<file path="config.mk">
export PLATFORM = sky130hd
export DESIGN_NAME = lsu_ctrl_flat
export DESIGN_NICKNAME = d
export VERILOG_FILES = /design/src/rtl/lsu_ctrl_pkg.sv /design/src/rtl/lsu_ctrl_if.sv /design/src/rtl/lsu_ctrl_load_extend.sv /design/src/rtl/lsu_ctrl.sv /design/src/flat_wrapper.sv
export SDC_FILE = /design/constraint.sdc
export NUM_CORES = 1
export LEC_CHECK = 0
export ABC_AREA = 1
export BUFFER_PORTS_ARGS = -buffer_cell sky130_fd_sc_hd__buf_2
export CORE_MARGIN = 1.5
export CORE_UTILIZATION = 51
export CTS_CLUSTER_DIAMETER = 200
export DETAILED_ROUTE_END_ITERATION = 7
export PLACE_DENSITY = 0.9
export SYNTH_ARGS = -nofsm -noshare
export SYNTH_HDL_FRONTEND = slang
export SYNTH_SLANG_ARGS = --single-unit
</file>
<file path="constraint.sdc">
create_clock -name sys_clk -period 3.45 [get_ports sys_clk]
set_input_delay 0.345 -clock sys_clk [delete_from_list [all_inputs] [get_ports sys_clk]]
set_output_delay 0.345 -clock sys_clk [all_outputs]
set_load 0.05 [all_outputs]
</file>
<file path="src/rtl/lsu_ctrl_pkg.sv">
// lsu_ctrl shared definitions: funct3 codes, state encodings,
// request bundle and access-size helper.
package lsu_ctrl_pkg;

  localparam logic [31:0] MEM_BASE_DEF = 32'h400;

  localparam logic [2:0] F3_LB  = 3'b000;
  localparam logic [2:0] F3_LH  = 3'b001;
  localparam logic [2:0] F3_LW  = 3'b010;
  localparam logic [2:0] F3_LBU = 3'b100;
  localparam logic [2:0] F3_LHU = 3'b101;
  localparam logic [2:0] F3_SB  = 3'b000;
  localparam logic [2:0] F3_SH  = 3'b001;
  localparam logic [2:0] F3_SW  = 3'b010;

  localparam logic [1:0] ST_IDLE   = 2'd0;
  localparam logic [1:0] ST_ACCESS = 2'd1;
  localparam logic [1:0] ST_SPLIT  = 2'd2;
  localparam logic [1:0] ST_RESP   = 2'd3;

  typedef struct packed {
    logic        we;
    logic [2:0]  f3;
    logic [31:0] addr;
    logic [31:0] wdata;
    logic [4:0]  rd;
  } lsu_req_t;

  // Bytes touched by a funct3; 0 marks a reserved width.
  function automatic logic [2:0] f3_size(
    input logic [2:0] f3
  );
    unique case (f3[1:0])
      2'b00:   return 3'd1;
      2'b01:   return 3'd2;
      2'b10:   return 3'd4;
      default: return 3'd0;
    endcase
  endfunction

endpackage

</file>
<file path="src/rtl/lsu_ctrl_if.sv">
// Pipeline request/response and data-memory port of lsu_ctrl.
// slave = LSU side, master = pipeline + memory side.
interface lsu_ctrl_if;
  import lsu_ctrl_pkg::*;

  logic        req_valid_i;
  logic        req_ready_o;
  logic        req_we_i;
  logic [2:0]  req_funct3_i;
  logic [31:0] req_addr_i;
  logic [31:0] req_wdata_i;
  logic [4:0]  req_rd_i;
  logic        stall_o;
  logic        resp_valid_o;
  logic [31:0] resp_data_o;
  logic [4:0]  resp_rd_o;
  logic        resp_fault_o;
  logic [31:0] mem_addr_o;
  logic [31:0] mem_data_o;
  logic [2:0]  mem_funct3_o;
  logic        mem_read_o;
  logic        mem_write_o;
  logic [31:0] mem_rdata_i;

  modport slave (
    input  req_valid_i, req_we_i,
    input  req_funct3_i, req_addr_i,
    input  req_wdata_i, req_rd_i,
    input  mem_rdata_i,
    output req_ready_o, stall_o,
    output resp_valid_o, resp_data_o,
    output resp_rd_o, resp_fault_o,
    output mem_addr_o, mem_data_o,
    output mem_funct3_o,
    output mem_read_o, mem_write_o
  );

  modport master (
    output req_valid_i, req_we_i,
    output req_funct3_i, req_addr_i,
    output req_wdata_i, req_rd_i,
    output mem_rdata_i,
    input  req_ready_o, stall_o,
    input  resp_valid_o, resp_data_o,
    input  resp_rd_o, resp_fault_o,
    input  mem_addr_o, mem_data_o,
    input  mem_funct3_o,
    input  mem_read_o, mem_write_o
  );

endinterface

</file>
<file path="src/rtl/lsu_ctrl_load_extend.sv">
// Load result extension from the little-endian assembly buffer.
// Ports: funct3_i, buf_i (assembled bytes) -> data_o.
module lsu_ctrl_load_extend
  import lsu_ctrl_pkg::*;
(
  input  logic [2:0]  funct3_i,
  input  logic [31:0] buf_i,
  output logic [31:0] data_o
);

  always_comb begin
    data_o = buf_i;
    unique case (1'b1)
      (funct3_i == F3_LB):
        data_o = {{24{buf_i[7]}}, buf_i[7:0]};
      (funct3_i == F3_LH):
        data_o = {{16{buf_i[15]}}, buf_i[15:0]};
      (funct3_i == F3_LBU):
        data_o = {24'b0, buf_i[7:0]};
      (funct3_i == F3_LHU):
        data_o = {16'b0, buf_i[15:0]};
      default:
        data_o = buf_i;
    endcase
  end

endmodule

</file>
<file path="src/rtl/lsu_ctrl.sv">
// MEM-stage load/store initiator; splits misaligned accesses.
// Ports: sys_clk, sys_reset (async high), bus (lsu_ctrl_if.slave).
module lsu_ctrl
  import lsu_ctrl_pkg::*;
#(
  parameter logic [31:0] MEM_BASE         = MEM_BASE_DEF,
  parameter int unsigned MEM_BYTES        = 64,
  parameter bit          SPLIT_MISALIGNED = 1'b1
) (
  input  logic        sys_clk,
  input  logic        sys_reset,
  lsu_ctrl_if.slave   bus
);

  logic [1:0]  state_q, state_d;
  lsu_req_t    req_q, req_d;
  logic [1:0]  cnt_q, cnt_d;
  logic [31:0] buf_q, buf_d;
  logic        fault_q, fault_d;

  lsu_req_t    in_req;
  logic [2:0]  in_size;
  logic        in_legal, in_oob;
  logic        in_mis, in_fault;
  logic [32:0] in_last, mem_last;
  logic [1:0]  last_cnt;
  logic [31:0] ext;

  assign in_req = {bus.req_we_i, bus.req_funct3_i,
                   bus.req_addr_i, bus.req_wdata_i,
                   bus.req_rd_i};
  assign in_size = f3_size(in_req.f3);

  assign in_legal = in_req.we ?
    (in_req.f3 inside {F3_SB, F3_SH, F3_SW}) :
    (in_req.f3 inside {F3_LB, F3_LH, F3_LW,
                       F3_LBU, F3_LHU});

  // 33-bit sums so an access near 2^32 cannot wrap into range.
  assign in_last  = {1'b0, in_req.addr}
                  + {30'b0, in_size} - 33'd1;
  assign mem_last = {1'b0, MEM_BASE}
                  + 33'(MEM_BYTES) - 33'd1;
  assign in_oob   = (in_req.addr < MEM_BASE)
                  || (in_last > mem_last);

  assign in_mis = ((in_size == 3'd2) && in_req.addr[0])
               || ((in_size == 3'd4)
                   && (in_req.addr[1:0] != 2'b00));

  assign in_fault = !in_legal || in_oob
                 || (in_mis && !SPLIT_MISALIGNED);

  // Only halfwords and words are split.
  assign last_cnt = req_q.f3[1] ? 2'd3 : 2'd1;

  always_comb begin
    state_d = state_q;
    req_d   = req_q;
    cnt_d   = cnt_q;
    buf_d   = buf_q;
    fault_d = fault_q;
    unique case (state_q)
      ST_IDLE: begin
        if (bus.req_valid_i) begin
          req_d   = in_req;
          fault_d = in_fault;
          cnt_d   = 2'd0;
          buf_d   = 32'd0;
          if (in_fault)
            state_d = ST_RESP;
          else if (in_mis)
            state_d = ST_SPLIT;
          else
            state_d = ST_ACCESS;
        end
      end
      ST_ACCESS: begin
        if (!req_q.we)
          buf_d = bus.mem_rdata_i;
        state_d = ST_RESP;
      end
      ST_SPLIT: begin
        if (!req_q.we)
          buf_d[{cnt_q, 3'b000} +: 8] =
            bus.mem_rdata_i[7:0];
        cnt_d = cnt_q + 2'd1;
        if (cnt_q == last_cnt)
          state_d = ST_RESP;
      end
      default: state_d = ST_IDLE;
    endcase
  end

  always_ff @(posedge sys_clk or posedge sys_reset) begin
    if (sys_reset) begin
      state_q <= ST_IDLE;
      req_q   <= '0;
      cnt_q   <= 2'd0;
      buf_q   <= 32'd0;
      fault_q <= 1'b0;
    end else begin
      state_q <= state_d;
      req_q   <= req_d;
      cnt_q   <= cnt_d;
      buf_q   <= buf_d;
      fault_q <= fault_d;
    end
  end

  lsu_ctrl_load_extend u_ext (
    .funct3_i (req_q.f3),
    .buf_i    (buf_q),
    .data_o   (ext)
  );

  always_comb begin
    bus.req_ready_o  = (state_q == ST_IDLE);
    bus.stall_o      = (state_q != ST_IDLE);
    bus.resp_valid_o = 1'b0;
    bus.resp_data_o  = 32'd0;
    bus.resp_rd_o    = 5'd0;
    bus.resp_fault_o = 1'b0;
    bus.mem_addr_o   = 32'd0;
    bus.mem_data_o   = 32'd0;
    bus.mem_funct3_o = 3'd0;
    bus.mem_read_o   = 1'b0;
    bus.mem_write_o  = 1'b0;
    unique case (state_q)
      ST_ACCESS: begin
        bus.mem_addr_o   = req_q.addr;
        bus.mem_funct3_o = req_q.f3;
        bus.mem_data_o   = req_q.wdata;
        bus.mem_read_o   = !req_q.we;
        bus.mem_write_o  = req_q.we;
      end
      ST_SPLIT: begin
        bus.mem_addr_o  = req_q.addr + {30'b0, cnt_q};
        bus.mem_read_o  = !req_q.we;
        bus.mem_write_o = req_q.we;
        if (req_q.we) begin
          bus.mem_funct3_o = F3_SB;
          bus.mem_data_o   = {24'b0,
            req_q.wdata[{cnt_q, 3'b000} +: 8]};
        end else begin
          bus.mem_funct3_o = F3_LBU;
        end
      end
      ST_RESP: begin
        bus.resp_valid_o = 1'b1;
        bus.resp_fault_o = fault_q;
        bus.resp_rd_o    = req_q.we ? 5'd0 : req_q.rd;
        bus.resp_data_o  = (req_q.we || fault_q) ?
                           32'd0 : ext;
      end
      default: ;
    endcase
  end

endmodule
</file>
<file path="src/flat_wrapper.sv">
// flat-port wrapper written by rule: the top's interface ports become plain ports
module lsu_ctrl_flat import lsu_ctrl_pkg::*;
#(
  parameter logic [31:0] MEM_BASE         = MEM_BASE_DEF,
  parameter int unsigned MEM_BYTES        = 64,
  parameter bit          SPLIT_MISALIGNED = 1'b1
)
  (sys_clk, sys_reset, bus_req_valid_i, bus_req_we_i, bus_req_funct3_i, bus_req_addr_i, bus_req_wdata_i, bus_req_rd_i, bus_mem_rdata_i, bus_req_ready_o, bus_stall_o, bus_resp_valid_o, bus_resp_data_o, bus_resp_rd_o, bus_resp_fault_o, bus_mem_addr_o, bus_mem_data_o, bus_mem_funct3_o, bus_mem_read_o, bus_mem_write_o);
  lsu_ctrl_if bus_i ();
  input  logic sys_clk;
  input  logic sys_reset;
  input wire logic [$bits(bus_i.req_valid_i)-1:0] bus_req_valid_i;
  input wire logic [$bits(bus_i.req_we_i)-1:0] bus_req_we_i;
  input wire logic [$bits(bus_i.req_funct3_i)-1:0] bus_req_funct3_i;
  input wire logic [$bits(bus_i.req_addr_i)-1:0] bus_req_addr_i;
  input wire logic [$bits(bus_i.req_wdata_i)-1:0] bus_req_wdata_i;
  input wire logic [$bits(bus_i.req_rd_i)-1:0] bus_req_rd_i;
  input wire logic [$bits(bus_i.mem_rdata_i)-1:0] bus_mem_rdata_i;
  output wire logic [$bits(bus_i.req_ready_o)-1:0] bus_req_ready_o;
  output wire logic [$bits(bus_i.stall_o)-1:0] bus_stall_o;
  output wire logic [$bits(bus_i.resp_valid_o)-1:0] bus_resp_valid_o;
  output wire logic [$bits(bus_i.resp_data_o)-1:0] bus_resp_data_o;
  output wire logic [$bits(bus_i.resp_rd_o)-1:0] bus_resp_rd_o;
  output wire logic [$bits(bus_i.resp_fault_o)-1:0] bus_resp_fault_o;
  output wire logic [$bits(bus_i.mem_addr_o)-1:0] bus_mem_addr_o;
  output wire logic [$bits(bus_i.mem_data_o)-1:0] bus_mem_data_o;
  output wire logic [$bits(bus_i.mem_funct3_o)-1:0] bus_mem_funct3_o;
  output wire logic [$bits(bus_i.mem_read_o)-1:0] bus_mem_read_o;
  output wire logic [$bits(bus_i.mem_write_o)-1:0] bus_mem_write_o;
  assign bus_i.req_valid_i = bus_req_valid_i;
  assign bus_i.req_we_i = bus_req_we_i;
  assign bus_i.req_funct3_i = bus_req_funct3_i;
  assign bus_i.req_addr_i = bus_req_addr_i;
  assign bus_i.req_wdata_i = bus_req_wdata_i;
  assign bus_i.req_rd_i = bus_req_rd_i;
  assign bus_i.mem_rdata_i = bus_mem_rdata_i;
  assign bus_req_ready_o = bus_i.req_ready_o;
  assign bus_stall_o = bus_i.stall_o;
  assign bus_resp_valid_o = bus_i.resp_valid_o;
  assign bus_resp_data_o = bus_i.resp_data_o;
  assign bus_resp_rd_o = bus_i.resp_rd_o;
  assign bus_resp_fault_o = bus_i.resp_fault_o;
  assign bus_mem_addr_o = bus_i.mem_addr_o;
  assign bus_mem_data_o = bus_i.mem_data_o;
  assign bus_mem_funct3_o = bus_i.mem_funct3_o;
  assign bus_mem_read_o = bus_i.mem_read_o;
  assign bus_mem_write_o = bus_i.mem_write_o;
  lsu_ctrl #(.MEM_BASE(MEM_BASE), .MEM_BYTES(MEM_BYTES), .SPLIT_MISALIGNED(SPLIT_MISALIGNED)) u_core (.sys_clk(sys_clk), .sys_reset(sys_reset), .bus(bus_i));
endmodule
</file>
# Word-level counts from Yosys, hierarchy flattened
# Cells that the tools add are included.
[classes]
n_shift = 3
order_cmp = 2
n_reduce_logical = 23
n_addsub = 5
eq_ne = 19
n_mux = 29
[op_table]
columns = ["cell", "n"]
rows = [
  ["two-way mux 32 bit", 5],
  ["one-hot mux 32 bit (2 select lines)", 2],
  ["one-hot mux 32 bit (4 select lines)", 1],
  ["one-hot mux 32 bit (3 select lines)", 1],
  ["adder 32 x 3 -> 33 bit", 1],
  ["> comparator 33 x 11 -> 1 bit, second input constant", 1],
  ["subtractor 33 x 1 -> 33 bit, second input constant", 1],
  ["adder 32 x 2 -> 32 bit", 1],
  ["bitwise mux 32 bit", 1],
  ["less-than comparator 32 x 11 -> 1 bit, second input constant", 1],
  ["variable shift 8 x 7 -> 32 bit, first input constant", 1],
  ["indexed part select 32 x 6 -> 8 bit", 1],
  ["indexed part select 8 x 7 -> 32 bit", 1],
  ["== test 3 bit, second input constant", 5],
  ["two-way mux 2 bit", 6],
  ["two-way mux 5 bit", 2],
  ["one-hot mux 3 bit (3 select lines)", 1],
  ["two-way mux 8 bit", 1],
  ["negator 5 -> 7 bit", 1],
  ["== test 2 bit, second input constant", 3],
  ["== test 3 x 1 -> 1 bit, second input constant", 2],
  ["== test 3 x 2 -> 1 bit, second input constant", 2],
  ["logical NOT 3 bit", 2],
  ["!= test 2 bit, second input constant", 3],
  ["19 further kinds", 35],
]
[totals]
elab_cells = 90
output_inout_bits = 110
regBits = 110

# Logic depth before layout (Yosys ltp)
# Gate-level depths: netlist of the first run.
[depth]
depth_word = 10
ltp_mapped = 26

# Modules after synthesis
# From an unflattened synthesis of the first run, not the netlist that was laid out.
[unflattened]
cells_unflattened = 1656
area_unflattened_um2 = 10158.5
[by_module_without_submodules]
columns = ["mod", "n_inst", "seq_area_each_um2", "area_per_inst_um2", "cells_each"]
rows = [
  ["lsu_ctrl", 1, 2752.6, 9769.4, 1586],
  ["lsu_ctrl_load_extend", 1, 0.0, 389.1, 70],
]

# Least setup slack after synthesis of the first run
# OpenSTA, ideal clock, no wires.
[synth_timing]
path_kind = "reg-to-output"
from = "reg u_core.cnt_q[0]"
to = "out bus_mem_addr_o[20]"
path_slack_ns = 0.140
t_arrival_ns = 2.965
path_stages_with_launch = 16
required_ns = 3.105
cell_sequence = "dfrtp_1 ha_1 fa_1 nand2_2 nor2_4 nand2_4 nor2_8 nand2_4 clkinv_2 nand4_4 nor2_4 nand4_2 nor2_2 nand2_1 nor2_2 o32ai_1"
[synth_between]
elab_chain_len = 2
[synth_rtl]
columns = ["item", "line", "rtl"]
rows = [
  ["from (decl)", "lsu_ctrl.sv:17", "logic [1:0] cnt_q, cnt_d;"],
  ["from (signal assigned)", "lsu_ctrl.sv:105", "cnt_q <= cnt_d;"],
  ["adder 32 x 2 -> 32 bit", "lsu_ctrl.sv:138", "bus.mem_addr_o = req_q.addr + {30'b0, cnt_q};"],
  ["one-hot mux 32 bit (2 select lines)", "lsu_ctrl.sv:129", "unique case (state_q)"],
  ["to (decl)", "flat_wrapper.sv:25", "output wire logic [$bits(bus_i.mem_addr_o)-1:0] bus_mem_addr_o;"],
]
# Every way passes these cells.

# Worst setup path in the final report of the first run
[layout_timing]
from = "reg u_core.req_q[37] (netlist name)"
to = "out bus_mem_addr_o[28]"
[layout_between]
elab_chain_len = 2
[layout_rtl]
columns = ["item", "line", "rtl"]
rows = [
  ["from (decl)", "lsu_ctrl.sv:16", "lsu_req_t req_q, req_d;"],
  ["from (signal assigned)", "lsu_ctrl.sv:104", "req_q <= req_d;"],
  ["adder 32 x 2 -> 32 bit", "lsu_ctrl.sv:138", ""],
  ["one-hot mux 32 bit (2 select lines)", "lsu_ctrl.sv:129", ""],
]
# Every way passes these cells.

==> impl_metrics.json, run 1 <==
{
  "worst_ir_drop_vdd_uv": 634,
  "cts_tree": "done",
  "post_synth_inst_count": 1607,
  "grt_first_pass_wirelength_mm": 53.0,
  "combinationalPowerShare": 0.641,
  "setup_viol": 0,
  "design.final.nets": 1973,
  "min_period_ns": 3.41,
  "rrSetupSlack_ns": 0.61,
  "cts_buffer_depth": 2,
  "rows": 51,
  "layout_worst_path_cycle_share": 0.988,
  "power-per-cell-area_nw_per_um2": 797,
  "arrival_ns": 3.06,
  "h_tree_level_count": 3,
  "starting_utilization_of_the_core_area": 0.518,
  "worst-endpoint-required_ns": 3.11,
  "fp.dieW_um": 143,
  "dp.cells": 2053,
  "die_area_um2": 20500,
  "detailedPlacementHpwl_mm": 26.5,
  "timing.rr.start": "u_core.cnt_q[0]$_DFFE_PP0P_",
  "grt.total_usage": 0.327,
  "grt_start_max_net_pins": 77,
  "fin_worst_hold_slack_ns": 0.0487,
  "clkPwrFrac": 0.115,
  "worst_setup_hold_path_clk_slew_ns": 0.08,
  "final_cell_mix": "417 x sky130_fd_sc_hd__nand2_1, 317 x sky130_fd_sc_hd__inv_1, 213 x sky130_fd_sc_hd__buf_2, 130 x sky130_fd_sc_hd__nor2_1, 123 x sky130_fd_sc_hd__a21oi_1",
  "reg2reg_to": "u_core.buf_q[3]$_DFFE_PP0P_",
  "post_syn_area_um2": 10000,
  "internal_cell_power_uw": 4010,
  "synth-warning-count": 0,
  "synth.avg_cell_area_um2": 6.25,
  "p_leak_uw": 0.00664,
  "startpoint_type": "flop",
  "maxSlewViolCount": 0,
  "place_congestion": 0.981,
  "syn_nets": 1776,
  "swShare": 0.575,
  "die_height_um": 143,
  "final-hold-violation-count": 0,
  "final_antenna_net_count": 0,
  "dominantRegCellSynth": "sky130_fd_sc_hd__dfrtp_1",
  "layout_commonest_cell": "sky130_fd_sc_hd__nand2_1",
  "sequentialPowerShare": 0.244,
  "drive_gt1_frac": 0.174,
  "cap_viol_max_count": 0,
  "crit_path_end_kind": "output port",
  "grt_setup_unrepaired": "true",
  "clkLatencyLatePin_ns": 0.36,
  "antenna_found_initial": 2,
  "hold_class": "input pin to asynchronous set/reset pin",
  "route.detailed.drc": 0,
  "num_vias": 11600,
  "clock_sinks": 110,
  "wirelength_mm": 34.4,
  "areaGrowthSynthToFinish_pct": 18.0,
  "totalNegativeSetupSlack_ns": 0,
  "clockRootBuffer": "sky130_fd_sc_hd__clkbuf_16",
  "layoutNonFillerInstCount": 2075,
  "run_status": "complete, no violations",
  "critPathKind": "flop to output port",
  "drtIter0Drc": 1014,
  "tritonroute_pass_1_iters": 8,
  "routedWlPerCell_um": 16.6,
  "power_switching_uw": 5430,
  "cts_hold_buf": 0,
  "avgViaCountPerCell": 5.61,
  "synth-seq-cells": 110,
  "finClkSkew_ns": 0.00785,
  "slew_headroom": 0.0409,
  "ios": 218,
  "fmax_mhz": 293,
  "globalRoute.totalOverflow": 0,
  "synth_edf_count": 0,
  "postSynth.asyncResetShare": 1.00,
  "cts_buffers": 9,
  "port-buffer-count": 217,
  "yosysSeqAreaShare": 0.274,
  "worst_r2r_path_depth": 9,
  "timing_worst_slew_pin_value_ns": 1.44,
  "core_area_um2": 19400,
  "first_global_vias": 10700,
  "cp_max_fo": 4,
  "ys_types": 48
}
-- worst max-delay path, stage by stage (launching register included) --
cell and delay (ns):
sky130_fd_sc_hd__dfrtp_1 0.46, sky130_fd_sc_hd__ha_4 0.18, sky130_fd_sc_hd__fa_2 0.21, sky130_fd_sc_hd__nand2_2 0.07, sky130_fd_sc_hd__nor2_4 0.11, sky130_fd_sc_hd__nand2_4 0.08, sky130_fd_sc_hd__nor2_8 0.13, sky130_fd_sc_hd__nand2_4 0.08
sky130_fd_sc_hd__clkinv_2 0.08, sky130_fd_sc_hd__nand4_4 0.09, sky130_fd_sc_hd__nor2_4 0.14, sky130_fd_sc_hd__nand4_4 0.11, sky130_fd_sc_hd__nor2_4 0.12, sky130_fd_sc_hd__nand2_1 0.07, sky130_fd_sc_hd__nor2_2 0.18, sky130_fd_sc_hd__nand3_2 0.11
sky130_fd_sc_hd__o21ai_2 0.16, sky130_fd_sc_hd__a21oi_1 0.10, sky130_fd_sc_hd__buf_4 0.20
-- area by class of cell --
class	instances	area, µm²
diodes	1	2.50
clock buffers	10	239
clock inverters	6	68.8
fillers	1856	7550
inverters	323	1220
multi-input cells	1121	5960
flip-flops and latches	110	2760
well taps	265	332
repair buffers	239	1280
-- kinds of logic (layout without fill, tap and decap cells) --
| group | count (synthesis) | in the layout | share of synthesized area |
|---|---|---|---|
| DFF | 110 | 110 | 0.274 |
| buffers and inverters | 376 | 578 | 0.141 |
| muxes | 21 | 21 | 0.0234 |
| other | 0 | 1 | 0 |
| adders and majority gates | 61 | 61 | 0.0775 |
| AOI/OAI and AO/OA | 326 | 326 | 0.183 |
| xor gates and xnor gates | 1 | 1 | 0.000873 |
| and+or+nand+nor | 712 | 712 | 0.300 |
-- worst max-delay path by stage --
stage                     slack, ns  depth (start not counted)                         start                             to
after floorplan                0.14                         15   u_core.cnt_q[0]$_DFFE_PP0P_             bus_mem_addr_o[20]
after global placement         0.35                         24           bus_req_funct3_i[0]  u_core.state_q[1]$_DFFE_PP0P_
after global routing          -0.08                         15  u_core.req_q[37]$_DFFE_PP0P_             bus_mem_addr_o[28]
after CTS                      0.05                         17   u_core.cnt_q[1]$_DFFE_PP0P_             bus_mem_addr_o[31]
final                          0.04                         18  u_core.req_q[37]$_DFFE_PP0P_             bus_mem_addr_o[28]
after detailed placement       0.24                         24           bus_req_funct3_i[0]  u_core.state_q[0]$_DFFE_PP0P_
-- flip-flops by register name (all words and copies together) (netlist names) --
register,flops
u_core.buf_q,32
u_core.cnt_q,2
u_core.fault_q,1
u_core.req_q,73
u_core.state_q,2
-- metal layers --
metal,track usage,wire (µm),up-vias
met5,0,13,-
met3,0.0556,3140,107
met2,0.552,16300,652
met4,0.147,1370,2
met1,0.409,13500,5331
li1,-,-,5542
-- cell usage after synthesis, types with 5 or more instances --
| library cell | number | area share |
|---|---|---|
| sky130_fd_sc_hd__a21oi_1 | 124 | 0.062 |
| sky130_fd_sc_hd__a22oi_1 | 26 | 0.019 |
| sky130_fd_sc_hd__buf_1 | 11 | 0.0041 |
| sky130_fd_sc_hd__clkbuf_1 | 40 | 0.015 |
| sky130_fd_sc_hd__dfrtp_1 | 110 | 0.27 |
| sky130_fd_sc_hd__ha_1 | 59 | 0.074 |
| sky130_fd_sc_hd__inv_1 | 318 | 0.12 |
| sky130_fd_sc_hd__mux2_2 | 20 | 0.022 |
| sky130_fd_sc_hd__nand2_1 | 422 | 0.16 |
| sky130_fd_sc_hd__nand3_1 | 88 | 0.044 |
| sky130_fd_sc_hd__nand4_1 | 19 | 0.012 |
| sky130_fd_sc_hd__nor2_1 | 133 | 0.050 |
| sky130_fd_sc_hd__nor2_2 | 5 | 0.0031 |
| sky130_fd_sc_hd__nor3_1 | 20 | 0.010 |
| sky130_fd_sc_hd__o21ai_0 | 103 | 0.051 |
| sky130_fd_sc_hd__o21bai_1 | 7 | 0.0052 |
| sky130_fd_sc_hd__o22ai_1 | 36 | 0.022 |
| sky130_fd_sc_hd__o31ai_1 | 12 | 0.0090 |
-- power by group through the flow --
stage	combinational, µW	clock [µW]	sequential [µW]
4_1_cts	5840	1090	2260
6_report	6050	1090	2300
3_5_place_dp	5790	0	2280
5_1_grt	6500	1140	2370
3_3_place_gp	5680	0	2250
2_1_floorplan	4350	0	2150
-- stage by stage --
stage | total power [µW] | util | cell area, µm² | worst slack, ns
2_1_floorplan | 6500 | - | 10000 | 0.140
3_3_place_gp | 7930 | 0.588 | 11400 | 0.349
3_5_place_dp | 8080 | 0.588 | 11400 | 0.235
4_1_cts | 9200 | 0.604 | 11700 | 0.0482
5_1_grt | 10000 | 0.611 | 11800 | -0.0845
6_report | 9440 | 0.611 | 11800 | 0.0405
-- what timing repair did --
item / 4_1_cts / 5_1_grt
buffers inserted: 0 / 5
pin swaps: 0 / 5
gates cloned: 0 / 0
endpoints found under the setup margin: 1 / 12
gates resized for setup: 1 / 25
No activity file was read; power rests on OpenSTA's default activity.
==> run 2, diff against run 1 <==
--- a/config.mk
+++ b/config.mk
@@ -8,10 +8,10 @@
 export ABC_AREA = 1
 export BUFFER_PORTS_ARGS = -buffer_cell sky130_fd_sc_hd__buf_2
 export CORE_MARGIN = 1.5
-export CORE_UTILIZATION = 51
+export CORE_UTILIZATION = 40
 export CTS_CLUSTER_DIAMETER = 200
 export DETAILED_ROUTE_END_ITERATION = 7
-export PLACE_DENSITY = 0.9
+export PLACE_DENSITY = 0.75
 export SYNTH_ARGS = -nofsm -noshare
 export SYNTH_HDL_FRONTEND = slang
 export SYNTH_SLANG_ARGS = --single-unit
==> run 2 against run 1 <==
  * Utilization decreased by 12 points
  * Cell area grew 0.43%
  * Sequential share of layout area fell by 0.12 points
  * Total power decreased by 1.6%
  * First-iteration DRC count rose by 2.1%
  * Clock-buffer cell count grew 1
  * Largest cell class unchanged
  * Highest routed layer is now met4
==> impl_metrics.json, run 2 (same netlist as run 1, synthesis figures left out) <==
{
  "route.detailed.drc": 0,
  "register_with_the_most_flip_flops": "u_core.req_q",
  "layout_commonest_cell": "sky130_fd_sc_hd__nand2_1",
  "clockRootBuffer": "sky130_fd_sc_hd__clkbuf_16",
  "h_tree_level_count": 3,
  "worst-endpoint-required_ns": 3.11,
  "critPathKind": "flop to output port",
  "cp_max_fo": 16,
  "layout_top_registers": "u_core.req_q x73, u_core.buf_q x32",
  "largest_register_ff_count": 73,
  "rrSetupSlack_ns": 0.58,
  "final-hold-violation-count": 0,
  "cts_buffers": 9,
  "hold_class": "input pin to asynchronous set/reset pin",
  "cts_hold_buf": 0,
  "clock_sinks": 110,
  "final_antenna_net_count": 0,
  "die_area_um2": 26100,
  "timing_worst_slew_pin_value_ns": 1.32,
  "clkLatencyLatePin_ns": 0.35,
  "timing.rr.start": "u_core.state_q[0]$_DFFE_PP0P_",
  "setup_viol": 0,
  "rows": 57,
  "worst_setup_hold_path_clk_slew_ns": 0.08,
  "final_cell_mix": "420 x sky130_fd_sc_hd__nand2_1, 317 x sky130_fd_sc_hd__inv_1, 212 x sky130_fd_sc_hd__buf_2, 130 x sky130_fd_sc_hd__nor2_1, 121 x sky130_fd_sc_hd__a21oi_1",
  "antenna_found_initial": 0,
  "tritonroute_pass_1_iters": 6,
  "p_leak_uw": 0.00661,
  "totalNegativeSetupSlack_ns": 0,
  "fmax_mhz": 306,
  "slew_headroom": 0.116,
  "die_height_um": 161,
  "routedWlPerCell_um": 16.0,
  "crit_path_end_kind": "output port",
  "wirelength_mm": 34.1,
  "areaGrowthSynthToFinish_pct": 18.5,
  "grt_first_pass_wirelength_mm": 53.5,
  "avgViaCountPerCell": 5.27,
  "globalRoute.totalOverflow": 0,
  "layout_worst_path_cycle_share": 0.949,
  "port-buffer-count": 217,
  "grt_start_max_net_pins": 82,
  "drive_gt1_frac": 0.169,
  "worst_ir_drop_vdd_uv": 628,
  "antenna_diode_instance_count": 0,
  "ios": 218,
  "design.final.nets": 1970,
  "cts_buffer_depth": 2,
  "fin_worst_hold_slack_ns": 0.165,
  "power-per-cell-area_nw_per_um2": 781,
  "starting_utilization_of_the_core_area": 0.410,
  "reg2reg_to": "u_core.buf_q[29]$_DFFE_PP0P_",
  "startpoint_type": "flop",
  "min_period_ns": 3.27,
  "fp.dieW_um": 161,
  "maxSlewViolCount": 0,
  "core_area_um2": 24500,
  "arrival_ns": 2.93,
  "drtIter0Drc": 1035,
  "cap_viol_max_count": 0,
  "run_status": "complete, no violations",
  "place_congestion": 0.987,
  "cts_tree": "done",
  "detailedPlacementHpwl_mm": 27.4,
  "first_global_vias": 10600,
  "num_vias": 11200,
  "finClkSkew_ns": 0.00998,
  "grt.total_usage": 0.257,
  "fin_util": 0.486,
  "worst_r2r_path_depth": 9
}
-- run 2: cell types whose count changed in the layout (fill, tap and decap cells not counted), sizes merged --
cell      before  now
clkbuf        11   12
buf          238  235
clkinvlp       0    1
clkinv         8    6
inv          320  321
bufinv         1    0
diode          1    0
-- run 2: metrics by stage --
step           total power, µW  cells  setup WS [ns]  cell area, µm²
4_1_cts                   9130   2125         0.0852           11800
5_1_grt                   9930   2130        -0.0444           11900
3_5_place_dp              8130   2109          0.226           11500
6_report                  9290   2130          0.177           11900
2_1_floorplan             6500   1607          0.140           10000
3_3_place_gp              8020   2109          0.333           11500
-- run 2: metal layers --
metal	vias up	GRT usage	part of all wire
met2	503	0.437	0.46
li1	5530	-	-
met3	89	0.0334	0.073
met1	5096	0.328	0.43
met5	-	0	0
met4	0	0.107	0.036
-- run 2: repair_timing --
item | CTS | global route
endpoints found under the setup margin | 0 | 9
gates resized for setup | 0 | 28
setup buffers | 0 | 5
-- run 2: worst max-delay path, stage by stage (launching register included) --
cell                       delay [ns]
sky130_fd_sc_hd__dfrtp_1         0.39
sky130_fd_sc_hd__nor2_1          0.21
sky130_fd_sc_hd__inv_1           0.20
sky130_fd_sc_hd__nor3_2          0.40
sky130_fd_sc_hd__o21ai_0         0.16
sky130_fd_sc_hd__o21bai_1        0.51
sky130_fd_sc_hd__a21oi_1         0.38
sky130_fd_sc_hd__buf_2           0.32
-- run 2: worst max path at each step --
stage / start / end / slack [ns] / cells past startpoint
4_1_cts: u_core.cnt_q[1]$_DFFE_PP0P_ / bus_mem_addr_o[30] / 0.09 / 18
5_1_grt: u_core.req_q[51]$_DFFE_PP0P_ / bus_mem_addr_o[25] / -0.04 / 8
6_report: u_core.req_q[70]$_DFFE_PP0P_ / bus_resp_data_o[31] / 0.18 / 7
3_3_place_gp: bus_req_funct3_i[0] / u_core.state_q[0]$_DFFE_PP0P_ / 0.33 / 24
2_1_floorplan: u_core.cnt_q[0]$_DFFE_PP0P_ / bus_mem_addr_o[20] / 0.14 / 15
3_5_place_dp: bus_req_funct3_i[0] / u_core.state_q[0]$_DFFE_PP0P_ / 0.23 / 24
-- run 2: area by class of cell --
class	count	area (µm²)
fill	2515	12600
multi-input combinational	1121	5940
sequential	110	2750
timing repair buffer	236	1300
inverter	323	1220
tap	324	405
clock buffer	11	233
clock inverter	5	45.0
-- run 2: where the power goes --
part	leakage [µW]	internal [µW]	switching, µW	total, µW
sequential	0.00136	1810	473	2280
combinational	0.00512	1610	4410	6020
clock	0.000132	500	487	987
